### src/rtl/cu_issue.sv
// -----------------------------------------------------------------------------
// cu_issue -- single-issue dispatcher for the ALU, multiplier, shifter and
// bus-load (BC) paths of a compute unit.
//
// One 32-bit instruction is taken per handshake. The cycle after acceptance
// (issue cycle E) drives the chosen unit's enable, its control fields and the
// read addresses. L cycles later (ALU/SHF/BC: 1, MUL: 2) the writeback cycle W
// drives the write address and a single write enable on the crossbar.
//
// Handshake: instr is taken on a rising edge where instr_valid and
// instr_ready are both 1. The source holds instr stable while instr_valid is
// 1 and instr_ready is 0. instr_ready never depends on instr_valid.
//
// Optional feature: define CU_ISSUE_HAZARD_EN to add a read-after-write
// interlock against writebacks that have not yet committed. Without it only
// the structural writeback-port stall is applied.
//
// Ports
//   clk                 in   rising-edge clock
//   reset               in   asynchronous active-low reset
//   instr[31:0]         in   instruction word
//   instr_valid         in   instruction present
//   instr_ready         out  instruction can be accepted this cycle
//   ps_alu_*            out  ALU enable and controls (E cycle only)
//   ps_mul_*            out  multiplier enable and controls (E cycle only)
//   ps_shf_*            out  shifter enable and controls (E cycle only)
//   ps_xb_raddx/raddy   out  read addresses (E cycle only)
//   ps_xb_wadd          out  write address (updated in W, held otherwise)
//   ps_xb_w_cuEn        out  one-hot write source: bit0 ALU, bit1 SHF, bit2 MUL
//   ps_xb_w_bcEn        out  bus-data write enable
//   busy                out  an accepted instruction has not yet written back
// -----------------------------------------------------------------------------
module cu_issue #(
    parameter int ADDRESS_WIDTH = 4,
    parameter int SIGNAL_WIDTH  = 3
) (
    input  logic                     clk,
    input  logic                     reset,
    input  logic [31:0]              instr,
    input  logic                     instr_valid,
    output logic                     instr_ready,
    output logic                     ps_alu_en,
    output logic                     ps_alu_log,
    output logic [1:0]               ps_alu_hc,
    output logic [2:0]               ps_alu_sc,
    output logic                     ps_alu_sat,
    output logic                     ps_mul_en,
    output logic                     ps_mul_otreg,
    output logic [3:0]               ps_mul_dtsts,
    output logic [1:0]               ps_mul_cls,
    output logic [1:0]               ps_mul_sc,
    output logic                     ps_shf_en,
    output logic [1:0]               ps_shf_cls,
    output logic [ADDRESS_WIDTH-1:0] ps_xb_raddx,
    output logic [ADDRESS_WIDTH-1:0] ps_xb_raddy,
    output logic [ADDRESS_WIDTH-1:0] ps_xb_wadd,
    output logic [SIGNAL_WIDTH-1:0]  ps_xb_w_cuEn,
    output logic                     ps_xb_w_bcEn,
    output logic                     busy
);

    typedef enum logic [1:0] {
        UNIT_ALU = 2'b00,
        UNIT_MUL = 2'b01,
        UNIT_SHF = 2'b10,
        UNIT_BC  = 2'b11
    } unit_e;

    // Set on the first edge after reset release; keeps ready low until then.
    logic                     r_run;

    // Writeback scoreboard: slot 1 writes back next cycle, slot 2 the cycle
    // after. Both shift toward slot 1 every cycle.
    logic                     r_s1_v;
    logic [ADDRESS_WIDTH-1:0] r_s1_wadd;
    unit_e                    r_s1_src;
    logic                     r_s2_v;
    logic [ADDRESS_WIDTH-1:0] r_s2_wadd;
    unit_e                    r_s2_src;

    // Issue-cycle registers
    logic                     r_alu_en;
    logic                     r_alu_log;
    logic [1:0]               r_alu_hc;
    logic [2:0]               r_alu_sc;
    logic                     r_alu_sat;
    logic                     r_mul_en;
    logic                     r_mul_otreg;
    logic [3:0]               r_mul_dtsts;
    logic [1:0]               r_mul_cls;
    logic [1:0]               r_mul_sc;
    logic                     r_shf_en;
    logic [1:0]               r_shf_cls;
    logic [ADDRESS_WIDTH-1:0] r_raddx;
    logic [ADDRESS_WIDTH-1:0] r_raddy;

    // Writeback-cycle registers
    logic [ADDRESS_WIDTH-1:0] r_wadd;
    logic [SIGNAL_WIDTH-1:0]  r_cu_en;
    logic                     r_bc_en;

    // Decode of the candidate instruction
    unit_e                    w_unit;
    logic [ADDRESS_WIDTH-1:0] w_wadd;
    logic [ADDRESS_WIDTH-1:0] w_raddx;
    logic [ADDRESS_WIDTH-1:0] w_raddy;
    logic                     w_is_mul;
    logic                     w_reads;
    logic                     w_struct_stall;
    logic                     w_raw_stall;
    logic                     w_accept;
    logic                     w_unused_bits;

    assign w_unit   = unit_e'(instr[31:30]);
    assign w_wadd   = ADDRESS_WIDTH'(instr[11:8]);
    assign w_raddx  = ADDRESS_WIDTH'(instr[7:4]);
    assign w_raddy  = ADDRESS_WIDTH'(instr[3:0]);
    assign w_is_mul = (w_unit == UNIT_MUL);
    assign w_reads  = (w_unit != UNIT_BC);   // bus loads read no register

    assign w_unused_bits = ^instr[20:12];

    // A one-cycle instruction would land in slot 1 after the shift, which is
    // exactly where an occupied slot 2 is moving. A MUL lands in slot 2, which
    // is always empty after the shift, so it never stalls structurally.
    assign w_struct_stall = !w_is_mul && r_s2_v;

`ifdef CU_ISSUE_HAZARD_EN
    // Any valid slot is a write that has not committed by the time the
    // candidate would read in its issue cycle.
    assign w_raw_stall = w_reads &&
        ((r_s1_v && ((r_s1_wadd == w_raddx) || (r_s1_wadd == w_raddy))) ||
         (r_s2_v && ((r_s2_wadd == w_raddx) || (r_s2_wadd == w_raddy))));
`else
    assign w_raw_stall = 1'b0;
`endif

    assign instr_ready = r_run && !w_struct_stall && !w_raw_stall;
    assign w_accept    = instr_valid && instr_ready;

    function automatic logic [SIGNAL_WIDTH-1:0] cu_onehot(input unit_e src);
        logic [SIGNAL_WIDTH-1:0] v;
        v = '0;
        case (src)
            UNIT_ALU: v[0] = 1'b1;
            UNIT_SHF: v[1] = 1'b1;
            UNIT_MUL: v[2] = 1'b1;
            default:  v = '0;
        endcase
        return v;
    endfunction

    always_ff @(posedge clk or negedge reset) begin
        if (!reset) begin
            r_run       <= 1'b0;
            r_s1_v      <= 1'b0;
            r_s1_wadd   <= '0;
            r_s1_src    <= UNIT_ALU;
            r_s2_v      <= 1'b0;
            r_s2_wadd   <= '0;
            r_s2_src    <= UNIT_ALU;
            r_alu_en    <= 1'b0;
            r_alu_log   <= 1'b0;
            r_alu_hc    <= '0;
            r_alu_sc    <= '0;
            r_alu_sat   <= 1'b0;
            r_mul_en    <= 1'b0;
            r_mul_otreg <= 1'b0;
            r_mul_dtsts <= '0;
            r_mul_cls   <= '0;
            r_mul_sc    <= '0;
            r_shf_en    <= 1'b0;
            r_shf_cls   <= '0;
            r_raddx     <= '0;
            r_raddy     <= '0;
            r_wadd      <= '0;
            r_cu_en     <= '0;
            r_bc_en     <= 1'b0;
        end else begin
            r_run <= 1'b1;

            // Scoreboard shift, then insert the accepted instruction at its
            // latency slot.
            r_s1_v    <= r_s2_v;
            r_s1_wadd <= r_s2_wadd;
            r_s1_src  <= r_s2_src;
            r_s2_v    <= 1'b0;
            if (w_accept) begin
                if (w_is_mul) begin
                    r_s2_v    <= 1'b1;
                    r_s2_wadd <= w_wadd;
                    r_s2_src  <= w_unit;
                end else begin
                    r_s1_v    <= 1'b1;
                    r_s1_wadd <= w_wadd;
                    r_s1_src  <= w_unit;
                end
            end

            // Writeback: slot 1 becomes the W cycle. wadd holds between writes.
            r_cu_en <= '0;
            r_bc_en <= 1'b0;
            if (r_s1_v) begin
                r_wadd <= r_s1_wadd;
                if (r_s1_src == UNIT_BC) begin
                    r_bc_en <= 1'b1;
                end else begin
                    r_cu_en <= cu_onehot(r_s1_src);
                end
            end

            // Issue cycle: everything returns to zero unless a new issue.
            r_alu_en    <= 1'b0;
            r_alu_log   <= 1'b0;
            r_alu_hc    <= '0;
            r_alu_sc    <= '0;
            r_alu_sat   <= 1'b0;
            r_mul_en    <= 1'b0;
            r_mul_otreg <= 1'b0;
            r_mul_dtsts <= '0;
            r_mul_cls   <= '0;
            r_mul_sc    <= '0;
            r_shf_en    <= 1'b0;
            r_shf_cls   <= '0;
            r_raddx     <= '0;
            r_raddy     <= '0;
            if (w_accept) begin
                case (w_unit)
                    UNIT_ALU: begin
                        r_alu_en  <= 1'b1;
                        r_alu_log <= instr[29];
                        r_alu_hc  <= instr[28:27];
                        r_alu_sc  <= instr[26:24];
                        r_alu_sat <= instr[23];
                    end
                    UNIT_MUL: begin
                        r_mul_en    <= 1'b1;
                        r_mul_otreg <= instr[29];
                        r_mul_dtsts <= instr[28:25];
                        r_mul_cls   <= instr[24:23];
                        r_mul_sc    <= instr[22:21];
                    end
                    UNIT_SHF: begin
                        r_shf_en  <= 1'b1;
                        r_shf_cls <= instr[29:28];
                    end
                    default: ;
                endcase
                if (w_reads) begin
                    r_raddx <= w_raddx;
                    r_raddy <= w_raddy;
                end
            end
        end
    end

    assign ps_alu_en    = r_alu_en;
    assign ps_alu_log   = r_alu_log;
    assign ps_alu_hc    = r_alu_hc;
    assign ps_alu_sc    = r_alu_sc;
    assign ps_alu_sat   = r_alu_sat;
    assign ps_mul_en    = r_mul_en;
    assign ps_mul_otreg = r_mul_otreg;
    assign ps_mul_dtsts = r_mul_dtsts;
    assign ps_mul_cls   = r_mul_cls;
    assign ps_mul_sc    = r_mul_sc;
    assign ps_shf_en    = r_shf_en;
    assign ps_shf_cls   = r_shf_cls;
    assign ps_xb_raddx  = r_raddx;
    assign ps_xb_raddy  = r_raddy;
    assign ps_xb_wadd   = r_wadd;
    assign ps_xb_w_cuEn = r_cu_en;
    assign ps_xb_w_bcEn = r_bc_en;

    // Every instruction in E also occupies a slot, so the slots alone cover it.
    assign busy = r_s1_v || r_s2_v;

endmodule

### config.mk
export PLATFORM = sky130hd
export DESIGN_NAME = cu_issue
export DESIGN_NICKNAME = d
export VERILOG_FILES = /design/src/rtl/cu_issue.sv
export SDC_FILE = /design/constraint.sdc
export NUM_CORES = 1
export LEC_CHECK = 0
export BUFFER_PORTS_ARGS = -buffer_cell sky130_fd_sc_hd__buf_2
export CAP_MARGIN = 10
export CORE_ASPECT_RATIO = 0.5
export CORE_MARGIN = 3
export CORE_UTILIZATION = 42
export DETAILED_ROUTE_END_ITERATION = 7
export HOLD_SLACK_MARGIN = 0.1
export PLACE_DENSITY = 0.74
export SYNTH_ARGS = -nofsm -noshare
export SYNTH_HDL_FRONTEND = slang
export SYNTH_SLANG_ARGS = --single-unit
### constraint.sdc
create_clock -name clk -period 1.2 [get_ports clk]
set_clock_uncertainty 0.1 [all_clocks]
set_input_delay 0.3 -clock clk [delete_from_list [all_inputs] [get_ports clk]]
set_output_delay 0.3 -clock clk [all_outputs]
set_load 0.02 [all_outputs]
==> impl_metrics.tcl <==
set metrics [dict create \
    outcome "finished with violations" \
    failed_checks "negative setup slack" \
    syn_nets 151 \
    drtIter0Drc 20 \
    drc 0 \
    cp-start-kind "flip-flop" \
    grt_max_degree 52 \
    cp.required_ns 0.80 \
    totalWireLength_um 3940 \
    avgSynthCellArea_um2 15.1 \
    startpoint "ps_mul_en" \
    slew_viol_final 0 \
    finalSetupViolCount 75 \
    synth_area_um2 1760 \
    crit_fanout 3 \
    layout.cells.non_filler 259 \
    multi_input_area_um2 556 \
    seq_area_frac_synth 0.727 \
    detail-route-antenna-nets 0 \
    min_period_over_period 1.29 \
    clk_latency_ns 0.29 \
    min-delay-start "instr[7]" \
    die_x_um 97.4 \
    rr_startpoint "ps_mul_en" \
    dpl.hpwl_um 2380 \
    cpMostUsedCell "buf_6" \
    root_buffer "clkbuf_8" \
    timing.critical_path.cells "buf_6, a21boi_2, buf_6" \
    route.detailed.vias_per_inst 4.60 \
    min_path_type "in -> reg" \
    timing.fmax_mhz 647 \
    rsz0062_at_grt "true" \
    leakagePower_uw 0.00142 \
    slowest_stage "dfrtp_2" \
    utilization 0.746 \
    port_buffers 64 \
    initial_core_util 0.472 \
    yosys.cell_types.count 23 \
    grt_pass1_wl_um 6360 \
    ys_warn_count 0 \
    ys_ff_latch 51 \
    setup.worst_path.end_class "primary output" \
    crit_type "reg -> out" \
    preCtsSetupSlack_ns -0.251 \
    final_nets 243 \
    cts_tree "yes" \
    num-fill-cells 215 \
    clockBufferDepth 2 \
    grt-ovfl-total 0 \
    setup-tns-final_ns -7.84 \
    grt_pass1_vias 1354 \
    row_count 15 \
    ios 74 \
    max_stage_delay_ns 0.44 \
    hold_viol 0 \
    core_um2 3720 \
    regToRegSetupSlack_ns -0.28 \
    layout-drive-gt1-share 0.611 \
    vias 1191 \
    numCtsBuffers 5 \
    grt.total_usage 0.165 \
    r2r_cells 4 \
    antennaDiodeCount 0 \
    drv_cap 0 \
    gp_congestion 0.803 \
    r2r_end "r_s1_wadd[1]" \
    clkTransAtPathRegs_ns 0.08 \
    clock_sinks 51 \
    die_y_um 51.7 \
    cts_max_level 2 \
    final_common_cell "dfrtp_1" \
    ir_drop_v 0.000729 \
    mostFrequentLayoutCells "50 x dfrtp_1, 46 x buf_6, 25 x buf_2" \
    crit_path_end "instr_ready" \
    antenna_found_initial 0 \
    layout_min_cycle_time_ns 1.55 \
    arrival_ns 1.15 \
    timing.hold.ws_ns 0.108 \
    finalWorstSetupSlack_ns -0.346 \
    dr.pass1.iters 4 \
    wire_per_inst_um 15.2 \
    final-seq-area_um2 1280 \
    synth_cells 116 \
    dieArea_um2 5040 \
    power.density_nw_per_um2 1290 \
    dp_cells 239 \
    area_delta_synth_final_pct 57.9 \
]
==> critical path: cells and delay by family, from the launching register on <==
kind | cells | cell delay, ns
AOI/OAI and AO/OA | 1 | 0.15
buffers and inverters | 2 | 0.27
DFF | 1 | 0.44
==> metrics by stage <==
| stage | total power [µW] | cell area (µm²) |
|---|---|---|
| final | 3570 | 2770 |
| after global routing | 3770 | 2770 |
| after CTS | 3570 | 2710 |
| after detailed placement | 2430 | 2240 |
| after global placement | 2400 | 2240 |
| after floorplan | 2210 | 1770 |
==> layer usage <==
| layer | GRT usage | part of all wire | vias to the layer above | wire length (µm) |
|---|---|---|---|---|
| met3 | 0.0522 | 0.057 | 6 | 226 |
| met4 | 0.0483 | 0.011 | 0 | 43 |
| met2 | 0.300 | 0.53 | 36 | 2090 |
| met5 | 0 | 0 | - | 0 |
| li1 | - | - | 558 | - |
| met1 | 0.191 | 0.40 | 591 | 1580 |
==> synth_stat cells (all sizes together) <==
master,number,area share
dfrtp,51,0.73
and2,26,0.093
mux2,12,0.077
nor2,5,0.012
or2,3,0.011
a21oi,2,0.0078
inv,2,0.0043
nand2,2,0.0057
nor3b,2,0.015
o21ai,2,0.0057
a21boi,1,0.0043
and3,1,0.0036
and3b,1,0.0050
buf,1,0.0028
clkbuf,1,0.0021
conb,1,0.0021
nand2b,1,0.0078
nand4b,1,0.0050
nor3,1,0.0093
==> what timing repair did <==
item                                    in CTS  in global routing
buffers inserted                             8                  4
pin swaps                                   14                 11
hold buffers                                 2                  0
gates cloned                                 0                  1
endpoints found under the setup margin      76                 79
gates resized for setup                     93                 18
hold endpoints to repair                    52                  0
==> worst min-delay path by stage <==
stage,endpoint,slack [ns],depth (start not counted)
global placement,ps_xb_raddx[0],0.20,2
finish,ps_xb_raddx[3],0.11,2
CTS,ps_xb_raddy[3],0.10,2
detailed placement,ps_xb_raddx[2],0.21,2
floorplan,ps_alu_en,-0.1,0
global route,ps_xb_raddx[1],0.11,2
==> area by class of cell <==
type	instances	area share
timing repair buffer	87	0.282
sequential	51	0.461
clock buffer	6	0.0298
inverter	2	0.00271
tap	51	0.0230
clock inverter	1	0.00181
multi-input combinational	61	0.200
==> state kept, by name, summed over array words and instances, names as in the netlist, 2 cells and up <==
register / flops
ps_alu_sc: 3
ps_alu_hc: 2
r_s1_src: 2
ps_xb_raddx: 4
ps_mul_dtsts: 4
r_s2_src: 2
r_s2_wadd: 4
ps_mul_sc: 2
ps_mul_cls: 2
ps_xb_w_cuEn: 3
ps_xb_raddy: 4
ps_shf_cls: 2
ps_xb_wadd: 4
r_s1_wadd: 4
==> power breakdown <==
part / internal [µW] / leakage [µW] / switching [µW]
registers: 1860 / 0.000667 / 73.1
logic: 383 / 0.000705 / 282
clock network: 453 / 0.0000470 / 522
==> logic make-up (layout without fill, tap and decap cells) <==
logic type / count (synthesis) / after routing / synth area share
mux: 12 / 12 / 0.0770
buf+inv: 4 / 96 / 0.00926
compound gates: 5 / 5 / 0.0178
flops: 51 / 51 / 0.727
simple gates: 43 / 43 / 0.167
other cells: 1 / 1 / 0.00214
Note: power is estimated with default switching activity, not from simulation.
